`src/rtl/conv_frame_ctrl.sv`:
```
// Frame sequencer for the convolution engine: runs the raster pixel handshake, tracks x/y and
// qualifies KSIZE x KSIZE windows into output pixels. It carries no pixel data.
module conv_frame_ctrl #(
    parameter int XMAX_BITS = 10,
    parameter int YMAX_BITS = 10,
    parameter int KSIZE     = 3
) (
    input  logic                 clk,
    input  logic                 rst,
    input  logic                 start,
    input  logic [XMAX_BITS-1:0] img_width,
    input  logic [YMAX_BITS-1:0] img_height,
    input  logic                 pix_in_valid,
    output logic                 pix_in_rdy,
    input  logic                 pix_out_rdy,
    output logic                 pix_out_valid,
    output logic                 pix_out_lastx,
    output logic                 pix_out_lasty,
    output logic                 lb_wr_en,
    output logic [XMAX_BITS-1:0] lb_wr_addr,
    output logic                 win_shift,
    output logic                 out_load,
    output logic                 busy,
    output logic                 cfg_err,
    output logic                 done
);
    typedef enum logic [1:0] {ST_IDLE, ST_RUN, ST_DRAIN, ST_DONE} state_e;

    localparam logic [XMAX_BITS-1:0] K_X    = XMAX_BITS'(KSIZE);
    localparam logic [YMAX_BITS-1:0] K_Y    = YMAX_BITS'(KSIZE);
    localparam logic [XMAX_BITS-1:0] K_X_M1 = XMAX_BITS'(KSIZE - 1);
    localparam logic [YMAX_BITS-1:0] K_Y_M1 = YMAX_BITS'(KSIZE - 1);
    localparam logic [XMAX_BITS-1:0] X_ONE  = XMAX_BITS'(1);
    localparam logic [YMAX_BITS-1:0] Y_ONE  = YMAX_BITS'(1);

    state_e               state_q, state_d;
    logic [XMAX_BITS-1:0] x_q, x_d, w_q, w_d;
    logic [YMAX_BITS-1:0] y_q, y_d, h_q, h_d;
    logic                 cfg_err_q, cfg_err_d;
    logic                 out_valid_q, out_valid_d;
    logic                 lastx_q, lastx_d;
    logic                 lasty_q, lasty_d;

    logic acc, x_last, y_last, win_ok, out_hs;

    // Compares against W-1/H-1 stay at counter width; W,H >= KSIZE in RUN, so no underflow.
    assign x_last = (x_q == w_q - X_ONE);
    assign y_last = (y_q == h_q - Y_ONE);
    assign win_ok = (x_q >= K_X_M1) && (y_q >= K_Y_M1);

    // The single output slot may only be refilled when it is empty or draining this cycle.
    assign pix_in_rdy = (state_q == ST_RUN) && (!out_valid_q || pix_out_rdy);
    assign acc        = pix_in_valid && pix_in_rdy;
    assign out_hs     = out_valid_q && pix_out_rdy;

    assign lb_wr_en      = acc;
    assign win_shift     = acc;
    assign lb_wr_addr    = x_q;
    assign out_load      = acc && win_ok;
    assign pix_out_valid = out_valid_q;
    assign pix_out_lastx = lastx_q;
    assign pix_out_lasty = lasty_q;
    assign busy          = (state_q != ST_IDLE);
    assign done          = (state_q == ST_DONE);
    assign cfg_err       = cfg_err_q;

    // NOTE: every _d gets its hold value first so no path through the case infers a latch.
    always_comb begin
        state_d     = state_q;
        x_d         = x_q;
        y_d         = y_q;
        w_d         = w_q;
        h_d         = h_q;
        cfg_err_d   = cfg_err_q;
        out_valid_d = out_valid_q;
        lastx_d     = lastx_q;
        lasty_d     = lasty_q;

        unique case (state_q)
            ST_IDLE: begin
                if (start) begin
                    w_d = img_width;
                    h_d = img_height;
                    x_d = '0;
                    y_d = '0;
                    if ((img_width < K_X) || (img_height < K_Y)) begin
                        cfg_err_d = 1'b1;
                        state_d   = ST_DONE;
                    end else begin
                        cfg_err_d = 1'b0;
                        state_d   = ST_RUN;
                    end
                end
            end
            ST_RUN: begin
                if (acc) begin
                    if (x_last) begin
                        x_d = '0;
                        y_d = y_q + Y_ONE;
                        if (y_last) begin
                            state_d = ST_DRAIN;
                        end
                    end else begin
                        x_d = x_q + X_ONE;
                    end
                end
            end
            ST_DRAIN: begin
                if (out_hs) begin
                    state_d = ST_DONE;
                end
            end
            ST_DONE: begin
                state_d = ST_IDLE;
            end
            default: begin
                state_d = ST_IDLE;
            end
        endcase

        // A load in the same cycle as a handshake replaces the slot rather than emptying it.
        if (out_load) begin
            out_valid_d = 1'b1;
            lastx_d     = x_last;
            lasty_d     = y_last;
        end else if (out_hs) begin
            out_valid_d = 1'b0;
            lastx_d     = 1'b0;
            lasty_d     = 1'b0;
        end
    end

    // NOTE: state registers use non-blocking assignments so every flop samples pre-edge values.
    always_ff @(posedge clk) begin
        if (rst) begin
            state_q     <= ST_IDLE;
            x_q         <= '0;
            y_q         <= '0;
            w_q         <= '0;
            h_q         <= '0;
            cfg_err_q   <= 1'b0;
            out_valid_q <= 1'b0;
            lastx_q     <= 1'b0;
            lasty_q     <= 1'b0;
        end else begin
            state_q     <= state_d;
            x_q         <= x_d;
            y_q         <= y_d;
            w_q         <= w_d;
            h_q         <= h_d;
            cfg_err_q   <= cfg_err_d;
            out_valid_q <= out_valid_d;
            lastx_q     <= lastx_d;
            lasty_q     <= lasty_d;
        end
    end

endmodule
```
`config.mk`:
```
export PLATFORM = sky130hd
export DESIGN_NAME = conv_frame_ctrl
export DESIGN_NICKNAME = d
export VERILOG_FILES = /design/src/rtl/conv_frame_ctrl.sv
export SDC_FILE = /design/constraint.sdc
export NUM_CORES = 1
export LEC_CHECK = 0
export CAP_MARGIN = 10
export CORE_ASPECT_RATIO = 1.4
export CORE_MARGIN = 3
export CORE_UTILIZATION = 40
export CTS_CLUSTER_SIZE = 20
export DETAILED_ROUTE_END_ITERATION = 6
export PLACE_DENSITY = 0.68
export SETUP_SLACK_MARGIN = 0.4
export SYNTH_ARGS = -nofsm -noshare
export SYNTH_HDL_FRONTEND = slang
export SYNTH_SLANG_ARGS = --single-unit
```
`constraint.sdc`:
```
create_clock -name clk -period 8.2 [get_ports clk]
set_input_delay 0.82 -clock clk [delete_from_list [all_inputs] [get_ports clk]]
set_output_delay 0.82 -clock clk [all_outputs]
set_load 0.05 [all_outputs]
```
==> results of run 1 <==
-- cell families after synthesis --
logic type,Yosys count,share of synthesized area (%)
compound gates,80,17.9
xor+xnor,32,9.45
fa+ha+maj,10,4.22
buf+inv,38,5.23
flops,46,31.0
mux,7,2.36
simple gates,171,29.8
-- per-layer routing --
metal / vias to the layer above / GRT usage [%] / routed length, microns
met5: - / 0 / 0
met4: 0 / 6.75 / 129
met3: 13 / 3.10 / 251
met2: 45 / 34.6 / 3990
met1: 1379 / 20.2 / 3140
li1: 1429 / - / -
-- area by class of cell --
cell class                 count  area (sq um)  share of cell area (%)
sequential                    46           921                    25.8
clock buffer                   6          82.6                    2.31
inverter                      14          52.6                    1.47
multi-input combinational    300          1890                    52.9
tap                           95           119                    3.33
clock inverter                 2          60.1                    1.68
timing repair buffer          45           448                    12.5
-- worst max path at each step --
stage / startpoint / to / cells past startpoint
4_1_cts: pix_out_rdy / out_load / 6
2_1_floorplan: pix_out_rdy / out_load / 5
5_1_grt: pix_out_rdy / out_load / 6
3_5_place_dp: pix_out_rdy / out_load / 6
6_report: pix_out_rdy / out_load / 6
3_3_place_gp: pix_out_rdy / out_load / 6
-- where the power goes --
group | internal, mW | switching (mW) | total, mW
Combinational | 0.169 | 0.283 | 0.452
Sequential | 0.251 | 0.0401 | 0.291
Clock | 0.130 | 0.0791 | 0.209
Total | 0.550 | 0.403 | 0.952
-- cell usage after synthesis, types with 3 or more instances --
master and number:
a211oi_1 4, a21oi_1 33, a31oi_1 4, and3_1 7, and4_1 3, clkbuf_1 20, dfxtp_1 46, ha_1 10
inv_1 13, mux2i_1 7, nand2_1 58, nand2b_1 9, nand3_1 14, nand4_1 7, nor2_1 18, nor3_1 21
nor4_1 9, o2111ai_1 3, o21ai_0 9, o31ai_1 3, or3_1 4, or4_1 6, xnor2_1 16, xor2_1 16
-- registers in the layout, summed over array words and instances, names as in the netlist --
signal,count
cfg_err,1
h_q,10
lb_wr_addr,10
pix_out_lastx,1
pix_out_lasty,1
pix_out_valid,1
state_q,2
w_q,10
y_q,10
-- worst max-delay path, cell delays in order --
cell and delay (ns):
clkdlybuf4s50_1 0.49, nand2b_1 0.15, and3_1 0.28, nand3_1 0.18, inv_1 0.16, clkdlybuf4s50_1 0.82
==> flow_summary.toml, run 1 <==
[status]
outcome = "finished clean"

[global_routing]
grt_first_pass_wirelength_microns = 12700
overflow = 0
antenna_found_initial = 0
grt_usage_pct = 18.4
grt_pass1_vias = 2846
grt_max_degree = 43

[critical_path]
reg2reg_to = "lb_wr_addr[1]"
reg2reg_from = "w_q[0]"
critical_path_peak_fanout = 6
critical_path_class = "in2out"
reg2reg_depth = 9
crit_arrival_ns = 2.91
start_kind = "input pin"
endpoint_kind = "output port"
r2r_slack_ns = 5.06
critPathRequiredTime_ns = 7.38

[final_layout]
drive_gt1_share_pct = 4.84
utilization_pct = 50.5
design_area_sq_um = 3570
finalNonFillerCells = 508
antenna_cells = 0
area_delta_synth_final_pct = 20.5
num-fill-cells = 717
mostFrequentLayoutCell = "nand2_1"
final_cell_mix = "58 x nand2_1, 46 x dfxtp_1, 44 x clkdlybuf4s50_1"
layout.nets = 447

[clock_network]
htree_levels = 2
hold_buffers = 0
cts_tree = "done"
insertion_delay_ns = 0.30
cts-resized-gates = 0
ctsRootBufferMaster = "clkbuf_8"
numCtsBuffers = 5
post_cts_buffers = 0
clockBufferDepth = 2
path_clk_slew_ns = 0.08
cts.sinks = 46

[floorplanning]
start_util_pct = 41.9
row_count = 36
design.core.area_sq_um = 7070
dieArea_sq_um = 8500
die_height_microns = 108
die_w_microns = 78.8
top_level_ports = 45

[timing]
layout_setup_ws_ns = 4.47
hold_viol = 0
rsz0062_at_grt = "no"
fin_hold_ws_ns = 0.475
post-route-period-util_pct = 45.5
slew_headroom_pct = 32.0
setup_tns_ns = 0
skew_ns = 0.00928
tightest_slew_ns = 1.02
max_freq_mhz = 268
min_period_ns = 3.73
final-setup-viol-count = 0
slew_violations = 0

[power_and_ir_drop]
power.density_nw_per_um2 = 266
vdd_drop_max_mv = 0.109
power_mw = 0.952
p_leak_nw = 1.30

[placement]
post-place-cells = 500
place_ws_ns = 4.50
port-buffer-count = 44
dp_hpwl_microns = 5780
placed_area_sq_um = 3430
routabilityCongestion = 0.908

[route]
antenna_left = 0
post-route-drc-count = 0
wl_per_cell_microns = 14.8
drt-initial-drc-count = 107
wl_microns = 7510
viasPerCell = 5.64
dr.pass1.iters = 4
vias = 2866

[synth]
netlist_instances = 384
yosysSeqAreaShare_pct = 31.0
synth_area_leaders = "dfxtp_1 31%, nand2_1 7.3%, a21oi_1 5.6%"
synth_edf_count = 0
syn_nets = 419
synthArstFlopShare_pct = 0
netlist_area_sq_um = 2970
syn_area_per_cell_sq_um = 7.73
synth_cell_types = 60
ys_ff_latch = 46
synth_ff_type = "dfxtp_1"
ys_warn_count = 0
synth_top_area_share_pct = 31.0
synth_top_cell_by_area = "dfxtp_1"

[min_path]
worstHoldStart = "h_q[9]"
hold_class = "reg2reg"
hold_end = "h_q[9]"
whs_path_depth = 2

[flow_run]
drv_cap = 0
No activity file was read; power rests on OpenSTA's default activity.
==> inputs of run 2 (changes only) <==
Settings changed: PLACE_DENSITY 0.68 to 0.7.
Clock period 8.2 ns to 3.11 ns, I/O delays scaled along.
==> run 2 against run 1 <==
Effect of this change:
- combinational power rose to 2.9 times the previous value
- largest cell class unchanged
- critical path type is now reg2reg
- via count rose by 0.91%
- sequential power grew to 2.7 times the previous value
- clock power rose by 120%
- register-to-register slack lost 4.6 ns
- count of clock-buffer cells in the layout down 1
- worst hold slack improved by 0.0062 ns
==> flow_summary.toml, run 2 (synthesized netlist as in run 1, its figures left out) <==
[final_layout]
area_delta_synth_final_pct = 23.8
seq_area_sq_um = 933
finalNonFillerCells = 513
drive_gt1_share_pct = 9.81
final_cell_mix = "58 x nand2_1, 41 x clkdlybuf4s50_1, 40 x dfxtp_1"
num-fill-cells = 689
multiInputGateArea_sq_um = 1970
mostFrequentLayoutCell = "nand2_1"
antenna_cells = 0
layout.nets = 452

[critical_path]
path_cells = "inv_1 > ha_4 > or4b_4 > or3_4 > a21oi_2 > o311a_4 > o21ai_1 > or4_1 > a21oi_1"
critPathMaxStageDelay_ns = 0.48
endpoint_kind = "register"
start_kind = "register"
critical_path_peak_fanout = 8
slowest_stage = "or4b_4"
crit_arrival_ns = 2.88
critical_path_class = "reg2reg"
critPathRequiredTime_ns = 3.35

[route]
antenna_left = 0
viasPerCell = 5.64
dr.pass1.iters = 4
vias = 2892
wl_per_cell_microns = 15.2
wl_microns = 7810
post-route-drc-count = 0
drt-initial-drc-count = 166

[timing]
skew_ns = 0.00870
layout_setup_ws_ns = 0.469
slew_violations = 0
fin_hold_ws_ns = 0.481
max_freq_mhz = 379
post-route-period-util_pct = 84.9
hold_viol = 0
final-setup-viol-count = 0
slew_headroom_pct = 58.2
tightest_slew_ns = 0.625
setup_tns_ns = 0
min_period_ns = 2.64
rsz0062_at_grt = "yes"

[global_routing]
grt_pass1_vias = 2760
grt_max_degree = 42
use_met1_pct = 21.0
grt_util_met3_pct = 2.93
grt_usage_pct = 19.2
overflow = 0
antenna_found_initial = 0
grt_first_pass_wirelength_microns = 13100
top_usage_layer = "met2"
grt_use_met2_pct = 36.1

[placement]
routabilityCongestion = 0.859
port-buffer-count = 44
post-place-cells = 504
dp_hpwl_microns = 5960
place_ws_ns = 0.253

[clock_network]
path_clk_slew_ns = 0.09
htree_levels = 2
numCtsBuffers = 5
clockBufferDepth = 2
insertion_delay_ns = 0.30
ctsRootBufferMaster = "clkbuf_8"
cts_tree = "done"
cts.sinks = 46

[power_and_ir_drop]
p_comb_share_pct = 51.8
internal_power_mw = 1.43
p_switching_mw = 1.12
clkPwrFrac_pct = 17.9
vdd_drop_max_mv = 0.306
p_leak_nw = 1.35
power.density_nw_per_um2 = 694
power_mw = 2.55
pwr-share-seq_pct = 30.3
swShare_pct = 44.1

[floorplanning]
dieArea_sq_um = 8500
die_w_microns = 78.8
design.core.area_sq_um = 7070
top_level_ports = 45
start_util_pct = 41.9
row_count = 36
die_height_microns = 108

[min_path]
hold_class = "reg2reg"

[status]
outcome = "finished clean"

[flow_run]
drv_cap = 0
==> run 2: cell count changes in the layout (fill, tap and decap cells not counted), moves of 3 or more <==
cell / delta
buf_4: +6
dfxtp_1: -6
dfxtp_2: +4
a21oi_1: -3
a21oi_2: +3
clkdlybuf4s50_1: -3
==> run 2: final cells by class <==
class | instances | share of cell area, %
Clock buffer | 5 | 1.87
Clock inverter | 3 | 1.23
Inverter | 14 | 1.43
Timing Repair Buffer | 50 | 13.3
Multi-Input combinational cell | 300 | 53.5
Tap cell | 95 | 3.24
Sequential cell | 46 | 25.4
==> run 2: worst max-delay path, delay by kind of cell, from the launching register on <==
kind | cells | cell delay (ns)
and+or+nand+nor | 3 | 1.34
AOI/OAI and AO/OA | 4 | 0.60
DFF | 1 | 0.38
adders and majority gates | 1 | 0.17
buffers and inverters | 1 | 0.09
==> run 2: what timing repair did <==
| item | in CTS | in global routing |
|---|---|---|
| setup endpoints to repair | 19 | 24 |
| pin swaps | 1 | 6 |
| hold buffers | 0 | 0 |
| buffers inserted | 0 | 1 |
| resized for setup | 7 | 17 |
==> run 2: path summary, 6_finish.rpt <==
path	startpoint	endpoint	slack [ns]	cells after the start
setup / recovery	w_q[0]	y_q[1]	0.47	9
hold / removal	h_q[9]	h_q[9]	0.48	2
setup reg to reg	w_q[0]	y_q[1]	0.47	9
hold reg to reg	h_q[9]	h_q[9]	0.48	2
==> run 2: per-layer routing <==
layer  part of all wire [%]  vias to the layer above
li1                       -                     1439
met1                     40                     1377
met2                     54                       58
met3                    3.5                       18
met4                    2.8                        0
met5                      0                        -
==> run 2: per-stage QoR <==
step                      area, sq um  util [%]
after CTS                        3610      51.0
after floorplan                  2970         -
final                            3670      51.9
after detailed placement         3460      48.9
after global routing             3670      51.9
after global placement           3460      48.9
==> run 2: power by group through the flow <==
stage               Combinational [mW]  Sequential, mW  Clock (mW)
floorplan                        0.907           0.783           0
global placement                  1.21           0.779           0
detailed placement                1.23           0.781           0
CTS                               1.26           0.770       0.463
global route                      1.46           0.788       0.486
finish                            1.32           0.773       0.456
